===== src/rtl/prog_loader_pkg.sv =====
// Shared operation encodings and FSM state codes for the program loader.
package prog_loader_pkg;

    typedef enum logic [1:0] {
        OP_WRITE  = 2'b00,
        OP_LOAD   = 2'b01,
        OP_VERIFY = 2'b10,
        OP_CLEAR  = 2'b11
    } op_e;

    typedef enum logic [1:0] {
        ST_IDLE    = 2'b00,
        ST_WR      = 2'b01,
        ST_RD_WAIT = 2'b10,
        ST_RD_CHK  = 2'b11
    } state_e;

endpackage


===== src/rtl/prog_loader_btn_debounce.sv =====
// Push-button conditioner: 2-flop synchroniser, counting debouncer, press pulse.
// Reusable for any active-low raw button in the clock domain of clk_i.
module btn_debounce #(
    parameter int DEB_CYCLES = 16
) (
    input  logic clk_i,
    input  logic rst_ni,
    input  logic btn_ni,
    output logic level_o,
    output logic press_o
);
    localparam int CW = (DEB_CYCLES > 2) ? $clog2(DEB_CYCLES) : 1;

    logic          sync1_q;
    logic          sync2_q;
    logic          level_q;
    logic          press_q;
    logic [CW-1:0] cnt_q;

    // Synchronise, then change level only after DEB_CYCLES consecutive differing samples
    always_ff @(posedge clk_i or negedge rst_ni) begin
        if (!rst_ni) begin
            sync1_q <= 1'b1;
            sync2_q <= 1'b1;
            level_q <= 1'b1;
            press_q <= 1'b0;
            cnt_q   <= '0;
        end else begin
            sync1_q <= btn_ni;
            sync2_q <= sync1_q;
            press_q <= 1'b0;
            if (sync2_q == level_q) begin
                cnt_q <= '0;
            end else if (cnt_q == CW'(DEB_CYCLES - 1)) begin
                level_q <= sync2_q;
                press_q <= ~sync2_q;
                cnt_q   <= '0;
            end else begin
                cnt_q <= cnt_q + CW'(1);
            end
        end
    end

    assign level_o = level_q;
    assign press_o = press_q;

endmodule


===== src/rtl/prog_loader.sv =====
// Debounced push-button memory programmer: write+increment, load, verify, clear.
// Optional running checksum of written data: define PROG_LOADER_CHKSUM_EN.
module prog_loader
    import prog_loader_pkg::*;
#(
    parameter int AW         = 8,
    parameter int DW         = 8,
    parameter int DEB_CYCLES = 16
) (
    input  logic          clock_i,
    input  logic          reset_n_i,
    input  logic          mode_i,
    input  logic          p_button_i,
    input  logic [1:0]    op_i,
    input  logic [DW-1:0] data_in_i,
    input  logic [DW-1:0] mem_q_i,
    output logic [AW-1:0] prog_adrs_o,
    output logic [DW-1:0] prog_data_o,
    output logic          prog_wr_en_o,
    output logic          busy_o,
    output logic          verify_err_o,
    output logic          wrap_o,
    output logic [DW-1:0] chksum_o
);
    state_e        state_q;
    logic [AW-1:0] adrs_q;
    logic [DW-1:0] data_q;
    logic [DW-1:0] cmp_q;
    logic          wr_en_q;
    logic          busy_q;
    logic          err_q;
    logic          wrap_q;
    logic          press_s;
    logic          level_s;
    logic [AW-1:0] adrs_inc_d;
    logic          adrs_carry_d;
    logic          accept_s;

    btn_debounce #(.DEB_CYCLES(DEB_CYCLES)) u_deb (
        .clk_i   (clock_i),
        .rst_ni  (reset_n_i),
        .btn_ni  (p_button_i),
        .level_o (level_s),
        .press_o (press_s)
    );

    assign {adrs_carry_d, adrs_inc_d} = {1'b0, adrs_q} + {{AW{1'b0}}, 1'b1};
    assign accept_s = press_s & mode_i & (state_q == ST_IDLE);

    // Operation sequencer; leaving program mode aborts any op without touching address/data
    always_ff @(posedge clock_i or negedge reset_n_i) begin
        if (!reset_n_i) begin
            state_q <= ST_IDLE;
            adrs_q  <= '0;
            data_q  <= '0;
            cmp_q   <= '0;
            wr_en_q <= 1'b0;
            busy_q  <= 1'b0;
            err_q   <= 1'b0;
            wrap_q  <= 1'b0;
        end else begin
            wr_en_q <= 1'b0;
            if (!mode_i) begin
                state_q <= ST_IDLE;
                busy_q  <= 1'b0;
            end else begin
                case (state_q)
                    ST_IDLE: begin
                        if (accept_s) begin
                            case (op_i)
                                OP_WRITE: begin
                                    data_q  <= data_in_i;
                                    wr_en_q <= 1'b1;
                                    busy_q  <= 1'b1;
                                    state_q <= ST_WR;
                                end
                                OP_LOAD: adrs_q <= AW'(data_in_i);
                                OP_VERIFY: begin
                                    cmp_q   <= data_in_i;
                                    busy_q  <= 1'b1;
                                    state_q <= ST_RD_WAIT;
                                end
                                OP_CLEAR: begin
                                    adrs_q <= '0;
                                    err_q  <= 1'b0;
                                    wrap_q <= 1'b0;
                                end
                                default: state_q <= ST_IDLE;
                            endcase
                        end
                    end
                    ST_WR: begin
                        adrs_q  <= adrs_inc_d;
                        wrap_q  <= wrap_q | adrs_carry_d;
                        busy_q  <= 1'b0;
                        state_q <= ST_IDLE;
                    end
                    ST_RD_WAIT: state_q <= ST_RD_CHK;
                    ST_RD_CHK: begin
                        data_q  <= mem_q_i;
                        err_q   <= err_q | (mem_q_i != cmp_q);
                        adrs_q  <= adrs_inc_d;
                        wrap_q  <= wrap_q | adrs_carry_d;
                        busy_q  <= 1'b0;
                        state_q <= ST_IDLE;
                    end
                    default: begin
                        busy_q  <= 1'b0;
                        state_q <= ST_IDLE;
                    end
                endcase
            end
        end
    end

`ifdef PROG_LOADER_CHKSUM_EN
    logic [DW-1:0] chksum_q;

    // Sum of every word actually written (WR cycle still in program mode)
    always_ff @(posedge clock_i or negedge reset_n_i) begin
        if (!reset_n_i) begin
            chksum_q <= '0;
        end else if (accept_s && (op_i == OP_CLEAR)) begin
            chksum_q <= '0;
        end else if (mode_i && (state_q == ST_WR)) begin
            chksum_q <= chksum_q + data_q;
        end else begin
            chksum_q <= chksum_q;
        end
    end

    assign chksum_o = chksum_q;
`else
    assign chksum_o = '0;
`endif

    assign prog_adrs_o  = adrs_q;
    assign prog_data_o  = data_q;
    assign prog_wr_en_o = wr_en_q & mode_i;
    assign busy_o       = busy_q;
    assign verify_err_o = err_q;
    assign wrap_o       = wrap_q;

endmodule


===== config.mk =====
export PLATFORM = sky130hd
export DESIGN_NAME = prog_loader
export DESIGN_NICKNAME = d
export VERILOG_FILES = /design/src/rtl/prog_loader_pkg.sv /design/src/rtl/prog_loader_btn_debounce.sv /design/src/rtl/prog_loader.sv
export SDC_FILE = /design/constraint.sdc
export NUM_CORES = 1
export LEC_CHECK = 0
export ABC_AREA = 1
export CORE_MARGIN = 1
export CORE_UTILIZATION = 45
export DETAILED_ROUTE_END_ITERATION = 12
export PLACE_DENSITY = 0.79
export SLEW_MARGIN = 20
export SYNTH_ARGS = -nofsm -noshare
export SYNTH_HDL_FRONTEND = slang
export SYNTH_HIERARCHICAL = 1
export SYNTH_SLANG_ARGS = --single-unit

===== constraint.sdc =====
create_clock -name clock_i -period 1.3 [get_ports clock_i]
set_input_delay 0.195 -clock clock_i [delete_from_list [all_inputs] [get_ports clock_i]]
set_output_delay 0.195 -clock clock_i [all_outputs]
set_load 0.005 [all_outputs]

==> results of run 1 <==
cell families (layout without fill, tap and decap cells):
group / after synthesis / after routing / share of synthesized area, %
AO/OA/AOI/OAI: 49 / 49 / 13.04
XOR/XNOR: 5 / 5 / 2.113
adder cells (fa/ha/maj): 2 / 2 / 1.208
buffers and inverters: 52 / 133 / 11.47
flip-flops: 38 / 38 / 46.08
other: 1 / 8 / 0.1810
AND/OR/NAND/NOR: 119 / 119 / 25.91
cell type report:
cell class	instances	share of cell area (%)
Clock buffer	6	2.598
Tap cell	52	2.047
Multi-Input combinational cell	183	34.92
Clock inverter	2	0.3937
Inverter	39	4.843
Timing Repair Buffer	85	24.84
Sequential cell	38	30.16
Timing Repair inverter	1	0.1969
synth_stat cells, types with 3 or more instances:
master / instances / share of area [%]
a21oi_1: 16 / 3.9
buf_4: 9 / 3.3
dfrtp_1: 35 / 42
dfstp_2: 3 / 3.8
inv_1: 37 / 6.7
nand2_1: 56 / 10
nand2_2: 3 / 0.91
nand3_1: 15 / 3.6
nand4_1: 3 / 0.91
nor2_1: 28 / 5.1
nor3_1: 5 / 1.2
o21a_1: 3 / 1.1
o21ai_0: 22 / 5.3
xnor2_1: 4 / 1.7
registers in the layout (all words and copies together), names as in the netlist:
name,flops
u_deb/level_o,1
wr_en_q,1
u_deb/cnt_q,4
prog_data_o,8
u_deb/press_o,1
u_deb/sync2_q,1
busy_o,1
u_deb/sync1_q,1
cmp_q,8
prog_adrs_o,8
wrap_o,1
state_q,2
verify_err_o,1
power groups by stage:
stage	logic, uW	clock network (uW)	registers [uW]
floorplan	475	0	1610
CTS	1340	857	1550
global route	1730	913	1600
detailed placement	1200	0	1620
finish	1610	868	1570
global placement	1150	0	1620
worst reg2reg max path: stages (launching register included):
cell and delay [ns]:
dfrtp_2 0.45, nor2_4 0.21, nor2_4 0.07, nor3_4 0.30, buf_12 0.17, nor2_1 0.06, a21oi_2 0.10
path summary, 6_finish.rpt:
kind	from	endpoint	slack, ns	cells after the start
max	state_q[1]$_DFFE_PN0P_	prog_data_o[7]$_DFFE_PN0P_	-0.13	6
max reg2reg	state_q[1]$_DFFE_PN0P_	prog_data_o[7]$_DFFE_PN0P_	-0.13	6
max in group asynchronous	reset_n_i	u_deb/level_o$_DFFE_PN1P_	0.64	3
min reg2reg	u_deb/sync1_q$_DFF_PN1_	u_deb/sync2_q$_DFF_PN1_	0.36	0
min	op_i[0]	wr_en_q$_DFF_PN0_	0.22	2
min in group asynchronous	reset_n_i	prog_adrs_o[3]$_DFFE_PN0P_	0.39	3
stage by stage:
stage                     utilization (%)  cells  instance area [um^2]  total power, uW
after floorplan                         -    273                  2130             2088
after global placement              61.67    377                  2704             2771
after detailed placement            61.67    377                  2704             2816
after CTS                           67.49    399                  2959             3749
after global routing                72.49    406                  3178             4243
final                               72.49    406                  3178             4047
layout by cell type (no fill, tap or decap), types with 3 or more instances in the layout:
cell type,Yosys,routed
nand3_1,15,13
inv_1,37,36
nand2_2,3,8
dfstp_2,3,3
xnor2_1,4,4
dlygate4sd2_1,0,19
nand3_2,2,3
nor3_2,1,3
clkdlybuf4s50_1,0,18
o21a_1,3,3
nand4_1,3,3
buf_6,1,8
a21oi_1,16,7
nand2_1,56,49
buf_4,9,32
nor2_2,1,10
a21oi_2,2,10
dfrtp_2,0,3
nor2_1,28,16
clkbuf_8,0,6
o21ai_1,1,11
o21ai_0,22,9
conb_1,1,8
dfrtp_1,35,32
nor2_4,1,4
layer usage:
metal,GRT usage (%),vias up
met5,0,-
met4,10.89,0
met3,4.329,24
met2,39.21,89
met1,27.86,1008
li1,-,1005
timing repair:
| action | in CTS | in global routing |
|---|---|---|
| endpoints found under the hold margin | 35 | 0 |
| setup buffers | 13 | 4 |
| resized for setup | 48 | 47 |
| gates cloned | 0 | 3 |
| hold buffers | 1 | 0 |
| endpoints found under the setup margin | 38 | 30 |
| pin swaps | 11 | 5 |
==> impl_results.md, run 1 <==
- Final period util: 109.7%
- DP HPWL: 3691 um
- Asr flop ratio synth: 100.0%
- Startpoint Class: flip-flop
- Layout cells sized above 1: 32.20%
- Ys Warns: 6
- Setup CP Type: reg2reg
- Final Critical Period: 1.426 ns
- Synth Area per Inst: 7.789 um^2
- Nets: 377
- Top_reg_cell synth: dfrtp_1
- Largest net degree at the start of global routing: 39
- Setup TNS: -1.462 ns
- Inserted Diodes: 0
- Antenna violations before repair: 0
- Critical path peak fanout: 8
- Status: finished, violations left
- Starting Density: 47.26%
- Clock Power Share: 21.5%
- Top Family by Delay on Critical Path: simple AND/OR/NAND/NOR gates
- Slowest cell on the critical path: dfrtp_2
- Critical path, cell by cell: nor2_4 -> nor2_4 -> nor3_4 -> buf_12 -> nor2_1 -> a21oi_2
- RD Place Congestion: 0.8361
- Comb power frac: 39.7%
- Remaining antenna violation count: 0
- Peak supply drop: 0.8550 mV
- Gr usage total: 22.96%
- Vias: 2126
- DIE AREA: 4880 um^2
- Pwr/cell area: 1273 nW/um^2
- Switch Pwr: 1368 uW
- Flop pwr share: 38.9%
- Total congestion overflow: 0
- Req. time, crit path: 1.52 ns
- Core area: 4384 um^2
- Violated checks: negative setup slack
- Routed length on met2: 3025 um
- Seq/Total Area, Yosys: 46.07%
- Multi-input gate area: 1110 um^2
- Via density per instance: 5.236
- Hold Path Class: in2reg
- DRT Pass-1 Iters: 4
- Met3 wire len: 307 um
- CTS Buf Count: 5
- Clock Tree Buf Depth: 2
- Final setup vio count: 16
- Buf/Inv on CP: 1
- Clk pin slew, worst setup/hold paths: 0.08 ns
- Max Slew Vio Count: 0
- Fill count: 306
- DRC violation count after routing: 0
- EDFF count, synth: 0
- Max-cap violations: 0
- Crit. End Element: flip-flop
- Vias in the first global route: 1969
- Fin Hold WS: 0.2217 ns
- Crit-path most repeated cell: nor2_4
- CTS H-tree depth: 2
- Hold Vio Cnt, Final: 0
- Clock root cell: clkbuf_8
- Worst slack, placed: -0.3507 ns
- Fmax: 0.7011 GHz
- Max Clock Skew: 0.01551 ns
- First-pass GRT wire length: 8818 um
- RSZ-0062 raised after global routing: yes
- Iteration-0 DRC Markers: 107
- Netlist Area Pre-Place: 2072 um^2
- Clk_lat worst skew: 0.30 ns
- Die Width: 69.86 um
- Switching part of the total: 33.81%
- DIE HEIGHT: 69.86 um
- Distinct cell type count after synthesis: 34
- CTS tree: yes
- Area Overhead vs Synth: 53.38%
- DRT Wirelength: 5980 um
- Leakage power: 0.001547 uW
- Post-Synthesis Cells: 266
- Yosys reg bits: 38
- I/O pin count: 50
- CTS Sinks: 38
- Number of I/O port buffers: 41
- M1 WL: 2386 um
- CP max stage delay: 0.45 ns
- Wire per inst: 14.73 um
- Cell internal pwr: 2678 uW
- Crit path setup slack, layout: -0.1263 ns
- CP arrival: 1.65 ns
- FF+latch area: 958.4 um^2
- FP Rows: 24
- DR top layer: met4
Power figures use the tool's default switching activity.
==> run 2: changes to the inputs <==
--- a/config.mk
+++ b/config.mk
@@ -7,9 +7,9 @@
 export LEC_CHECK = 0
 export ABC_AREA = 1
 export CORE_MARGIN = 1
-export CORE_UTILIZATION = 45
+export CORE_UTILIZATION = 42
 export DETAILED_ROUTE_END_ITERATION = 12
-export PLACE_DENSITY = 0.79
+export PLACE_DENSITY = 0.75
 export SLEW_MARGIN = 20
 export SYNTH_ARGS = -nofsm -noshare
 export SYNTH_HDL_FRONTEND = slang
==> impl_results.md, run 2 (same netlist as run 1, synthesis figures left out) <==
- Vias in the first global route: 1990 (+1.1%)
- DRT Wirelength: 5227 um (-13%)
- Req. time, crit path: 1.48 ns (-0.04 ns)
- Cell internal pwr: 2694 uW (+0.58%)
- Crit. End Element: flip-flop
- Clk pin slew, worst setup/hold paths: 0.08 ns (about the same)
- Setup TNS: -1.246 ns (+0.2160 ns)
- Crit-path most repeated cell: inv_1
- Flop pwr share: 39.6% (+0.7 points)
- Final period util: 111.5% (+1.7 points)
- Switch Pwr: 1204 uW (-12%)
- Antenna violations before repair: 0 (unchanged)
- Number of I/O port buffers: 41 (unchanged)
- Die Width: 72.24 um (+3.4%)
- Commonest non-fill, non-tap cell in the layout: nand2_1
- R2R Setup Slk: -0.15 ns (-0.02 ns)
- Iteration-0 DRC Markers: 130 (+21%)
- I/O pin count: 50 (unchanged)
- Status: finished, violations left
- DRT Pass-1 Iters: 4 (unchanged)
- Wire per inst: 12.56 um (-15%)
- Starting Density: 43.87% (-3.4 points)
- DIE AREA: 5218 um^2 (+6.9%)
- Hold Path Class: in2reg
- Via density per instance: 4.788 (-8.6%)
- Vias: 1992 (-6.3%)
- Total congestion overflow: 0 (unchanged)
- Hold path depth: 2 (unchanged)
- Setup CP Type: reg2reg
- Area Overhead vs Synth: 45.89%
- Gr usage total: 21.89% (-1.1 points)
- Reg-to-reg critical path endpoint: prog_adrs_o[6]$_DFFE_PN0P_
- Max Slew Vio Count: 0 (unchanged)
- Layout cells sized above 1: 25.21% (-7.0 points)
- Grt met2 use: 37.90% (-1.3 points)
- DRC violation count after routing: 0 (unchanged)
- FF-to-FF Start: state_q[0]$_DFFE_PN0P_
- Slowest cell on the critical path: dfrtp_2
- GR peak layer: met2
- Worst slack, placed: -0.3762 ns (-0.02546 ns)
- Clock root cell: clkbuf_8
- Final setup vio count: 22 (+6)
- Met3 Usage GRT: 4.028% (-0.30 points)
- Crit path setup slack, layout: -0.1489 ns (-0.02261 ns)
- Fmax: 0.6902 GHz (-1.6%)
- RSZ-0062 raised after global routing: yes
- Largest net degree at the start of global routing: 24 (-38%)
- FP Rows: 25 (+4.2%)
- Leakage power: 0.001489 uW (-3.7%)
- Inserted Diodes: 0 (unchanged)
- Hold Crit Start: op_i[0]
- Final Critical Period: 1.449 ns (+0.02261 ns)
- CP max stage delay: 0.43 ns (-0.02 ns)
- Clk_lat worst skew: 0.29 ns (about the same)
- Nets: 372 (-1.3%)
- CTS tree: yes
- Peak supply drop: 1.099 mV (+28%)
- CTS H-tree depth: 2 (unchanged)
- DIE HEIGHT: 72.24 um (+3.4%)
- Remaining antenna violation count: 0 (unchanged)
- Switching part of the total: 30.89% (-2.9 points)
- Startpoint Class: flip-flop
- First-pass GRT wire length: 8728 um (-1.0%)
- Max Clock Skew: 0.009483 ns (-0.006031 ns)
- Pwr/cell area: 1290 nW/um^2 (+1.3%)
- Hold Vio Cnt, Final: 0 (unchanged)
- Most frequent cells in the layout: 51 x nand2_1, 37 x inv_1, 34 x buf_4
- DP HPWL: 3603 um (-2.4%)
- CTS Sinks: 38 (unchanged)
- CP arrival: 1.63 ns (-0.02 ns)
- CTS Buf Count: 5 (unchanged)
- GRT met1 Usage: 26.99% (-0.87 points)
- Min-Delay Endpoint: wr_en_q$_DFF_PN0_
- Clock Tree Buf Depth: 2 (unchanged)
- Core area: 4723 um^2 (+7.7%)
- Clock Power Share: 24.3% (+2.8 points)
- Max-cap violations: 0 (unchanged)
- RD Place Congestion: 0.8412 (+0.61%)
- Comb power frac: 36.1% (-3.6 points)
- Critical path peak fanout: 10 (+2)
- Violated checks: negative setup slack
- Critical path, cell by cell: buf_4 -> inv_1 -> a21oi_1 -> nand2_2 -> inv_4 -> nand3_1 -> o21ai_0 -> inv_1
- Reg2Reg Depth: 8 (+2)
- Fill count: 395 (+29%)
==> run 2: cell count changes in the layout (fill, tap and decap cells not counted), sizes merged <==
cell	before	now
buf	43	40
clkbuf	7	9
clkdlybuf4s15	2	0
clkinv	1	0
clkinvlp	1	0
dlygate4sd2	19	20
inv	40	39
==> run 2: worst max path at each step <==
stage,startpoint,to,slack (ns),depth (start not counted)
2_1_floorplan,state_q[0]$_DFFE_PN0P_,prog_data_o[6]$_DFFE_PN0P_,-0.04,7
3_3_place_gp,mode_i,prog_data_o[7]$_DFFE_PN0P_,-0.32,8
3_5_place_dp,mode_i,prog_data_o[7]$_DFFE_PN0P_,-0.38,8
4_1_cts,state_q[0]$_DFFE_PN0P_,prog_data_o[4]$_DFFE_PN0P_,-0.10,6
5_1_grt,state_q[0]$_DFFE_PN0P_,prog_adrs_o[6]$_DFFE_PN0P_,-0.23,8
6_report,state_q[0]$_DFFE_PN0P_,prog_adrs_o[6]$_DFFE_PN0P_,-0.15,8
==> run 2: power groups by stage <==
stage | Clock (uW) | Sequential, uW | Combinational, uW
2_1_floorplan | 0 | 1610 | 475
3_3_place_gp | 0 | 1630 | 1150
3_5_place_dp | 0 | 1620 | 1170
4_1_cts | 960 | 1540 | 1320
5_1_grt | 1020 | 1570 | 1560
6_report | 946 | 1540 | 1410
==> run 2: final cells by class <==
| class | count | area [um^2] | share of cell area, % |
|---|---|---|---|
| clock buffers | 8 | 110.1 | 3.642 |
| inverters | 39 | 148.9 | 4.926 |
| multi-input cells | 183 | 1006 | 33.28 |
| flip-flops and latches | 38 | 957.2 | 31.66 |
| well taps | 67 | 83.83 | 2.773 |
| repair buffers | 81 | 716.9 | 23.72 |
==> run 2: timing repair <==
action                                 4_1_cts  5_1_grt
hold buffers                                 1        0
gates resized for setup                     32       22
endpoints found under the hold margin       12        0
pin swaps                                    4        4
buffers inserted                            14        2
setup endpoints to repair                   36       30
==> run 2: worst max-delay path, delay by kind of cell, from the launching register on <==
kind	cells	cell delay, ns
flip-flops	1	0.43
buffers and inverters	4	0.36
AO/OA/AOI/OAI	2	0.32
AND/OR/NAND/NOR	2	0.22
==> run 2: metrics by stage <==
stage	area (um^2)	std cells	total power [uW]	hold slack [ns]	util, %
after floorplan	2130	273	2088	-0.1006	-
after global placement	2715	391	2774	0.1410	57.48
after detailed placement	2715	391	2794	0.1436	57.48
after CTS	2943	414	3817	0.3052	62.30
after global routing	3023	416	4147	0.2268	64.00
final	3023	416	3898	0.2035	64.00
==> run 2: per-layer routing <==
layer  share of wire [%]  vias up
met5                   0        -
met3                 3.8        8
met1                  44      928
met4                 1.8        0
li1                    -     1003
met2                  50       53
==> run 3: changes to the inputs <==
--- a/config.mk
+++ b/config.mk
@@ -7,9 +7,9 @@
 export LEC_CHECK = 0
 export ABC_AREA = 1
 export CORE_MARGIN = 1
-export CORE_UTILIZATION = 42
+export CORE_UTILIZATION = 49
 export DETAILED_ROUTE_END_ITERATION = 12
-export PLACE_DENSITY = 0.75
+export PLACE_DENSITY = 0.82
 export SLEW_MARGIN = 20
 export SYNTH_ARGS = -nofsm -noshare
 export SYNTH_HDL_FRONTEND = slang
==> constraint.sdc (replaced) <==
create_clock -name clock_i -period 1.34 [get_ports clock_i]
set_input_delay 0.201 -clock clock_i [delete_from_list [all_inputs] [get_ports clock_i]]
set_output_delay 0.201 -clock clock_i [all_outputs]
set_load 0.005 [all_outputs]
==> impl_results.md, run 3 (same netlist as run 1, synthesis figures left out) <==
- Vias in the first global route: 1846 (-7.2%)
- Post-DP Area: 2670 um^2 (-1.7%)
- Iteration-0 DRC Markers: 137 (+5.4%)
- CTS Buf Count: 5 (unchanged)
- DIE AREA: 4492 um^2 (-14%)
- Remaining antenna violation count: 0 (unchanged)
- Starting Density: 51.43% (+7.6 points)
- Clk_lat worst skew: 0.29 ns (about the same)
- Nets: 377 (+1.3%)
- Largest net degree at the start of global routing: 39 (+63%)
- Area Overhead vs Synth: 50.18%
- Wire per inst: 13.41 um (+6.7%)
- Req. time, crit path: 1.56 ns (+0.08 ns)
- Gr usage total: 25.87% (+4.0 points)
- Final period util: 105.4% (-6.0 points)
- Inst Count DP: 373 (-4.6%)
- Cell internal pwr: 2633 uW (-2.3%)
- Clock Power Share: 21.1% (-3.2 points)
- Max-cap violations: 0 (unchanged)
- Clock Tree Buf Depth: 2 (unchanged)
- CP arrival: 1.63 ns (about the same)
- Commonest non-fill, non-tap cell in the layout: nand2_1
- Hold Path Class: in2reg
- Switching part of the total: 32.75% (+1.9 points)
- Critical path peak fanout: 8 (-2)
- DRT Wirelength: 5417 um (+3.6%)
- CTS tree: yes
- Startpoint Class: flip-flop
- Pwr/cell area: 1258 nW/um^2 (-2.4%)
- RD Place Congestion: 0.8182 (-2.7%)
- RSZ-0062 raised after global routing: yes
- Switch Pwr: 1282 uW (+6.5%)
- Final instance area: 3112 um^2 (+2.9%)
- Fin cells: 404 (-2.9%)
- DRT Pass-1 Iters: 4 (unchanged)
- Status: finished, violations left
- DP HPWL: 3382 um (-6.1%)
- Vias: 2047 (+2.8%)
- Post-layout util: 77.24% (+13 points)
- Worst slack, placed: -0.3309 ns (+0.04526 ns)
- Total congestion overflow: 0 (unchanged)
- Crit path setup slack, layout: -0.07261 ns (+0.07629 ns)
- FP Rows: 23 (-8.0%)
- Final Critical Period: 1.413 ns (-0.03629 ns)
- CTS Sinks: 38 (unchanged)
- Core area: 4029 um^2 (-15%)
- Final setup vio count: 11 (-50%)
- I/O pin count: 50 (unchanged)
- First-pass GRT wire length: 8576 um (-1.7%)
- Inserted Diodes: 0 (unchanged)
- Hold Vio Cnt, Final: 0 (unchanged)
- Flop pwr share: 39.0% (-0.6 points)
- CTS H-tree depth: 2 (unchanged)
- Setup CP Type: reg2reg
- Crit. End Element: flip-flop
- Max Clock Skew: 0.004896 ns (-0.004587 ns)
- Layout cells sized above 1: 27.40% (+2.2 points)
- DRC violation count after routing: 0 (unchanged)
- Most frequent cells in the layout: 54 x nand2_1, 36 x inv_1, 34 x dfrtp_1, 34 x buf_4, 19 x clkdlybuf4s50_1
- Via density per instance: 5.067 (+5.8%)
- Max Slew Vio Count: 0 (unchanged)
- Antenna violations before repair: 0 (unchanged)
- Violated checks: negative setup slack
- Comb power frac: 39.9% (+3.8 points)
- Fmax: 0.7079 GHz (+2.6%)
- Number of I/O port buffers: 41 (unchanged)
- Leakage power: 0.001560 uW (+4.8%)
- Die Width: 67.03 um (-7.2%)
- Peak supply drop: 1.031 mV (-6.1%)
- DIE HEIGHT: 67.03 um (-7.2%)
- Clock root cell: clkbuf_8
- Clk pin slew, worst setup/hold paths: 0.07 ns (about the same)
run 3: path summary, 6_finish.rpt:
| kind | startpoint | to | slack (ns) | cells after the start |
|---|---|---|---|---|
| min in group asynchronous | reset_n_i | prog_adrs_o[3]$_DFFE_PN0P_ | 0.41 | 3 |
| min | p_button_i | u_deb/sync1_q$_DFF_PN1_ | 0.32 | 1 |
| max | state_q[0]$_DFFE_PN0P_ | prog_data_o[3]$_DFFE_PN0P_ | -0.07 | 7 |
| min reg2reg | u_deb/sync1_q$_DFF_PN1_ | u_deb/sync2_q$_DFF_PN1_ | 0.36 | 0 |
| max in group asynchronous | reset_n_i | u_deb/sync1_q$_DFF_PN1_ | 0.68 | 3 |
| max reg2reg | state_q[0]$_DFFE_PN0P_ | prog_data_o[3]$_DFFE_PN0P_ | -0.07 | 7 |
run 3: timing repair:
action | CTS | global route
gates cloned | 1 | 0
endpoints found under the hold margin | 35 | 0
resized for setup | 38 | 39
hold buffers | 1 | 0
pin swaps | 0 | 9
buffers inserted | 19 | 5
endpoints found under the setup margin | 28 | 26
run 3: metrics by stage:
stage	setup TNS [ns]	power (uW)	hold slack (ns)
after floorplan	-0.006748	2014	-0.09459
after global placement	-5.909	2657	0.1851
after detailed placement	-6.715	2675	0.1856
after CTS	-0.4692	3715	0.3131
after global routing	-1.476	4153	0.3131
final	-0.5222	3915	0.3158
run 3: critical path: stages, from the launching register on:
cell     delay (ns)
dfrtp_2        0.46
nor2_4         0.16
buf_6          0.13
nor2_4         0.04
nor3_4         0.20
buf_12         0.20
nor2_4         0.05
a21oi_2        0.11
run 3: area by class of cell:
| type | count | area (um^2) |
|---|---|---|
| multi-input cells | 183 | 1054 |
| flip-flops and latches | 38 | 955.9 |
| inverters | 39 | 151.4 |
| repair buffers | 86 | 793.3 |
| clock inverters | 2 | 12.51 |
| clock buffers | 6 | 82.58 |
| well taps | 50 | 62.56 |
| fillers | 274 | 917.1 |
run 3: power by group through the flow:
stage               Sequential, uW  Combinational (uW)  Clock (uW)
global placement              1560                1090           0
finish                        1530                1560         827
CTS                           1500                1380         836
floorplan                     1560                 454           0
detailed placement            1560                1120           0
global route                  1550                1720         885
run 3: per-layer routing:
layer / GRT usage, % / vias to the layer above / part of all wire, %
met1: 33.44 / 966 / 43
met2: 44.00 / 62 / 52
met4: 7.181 / 0 / 1.4
li1: - / 1010 / -
met3: 4.281 / 9 / 3.8
met5: 0 / - / 0
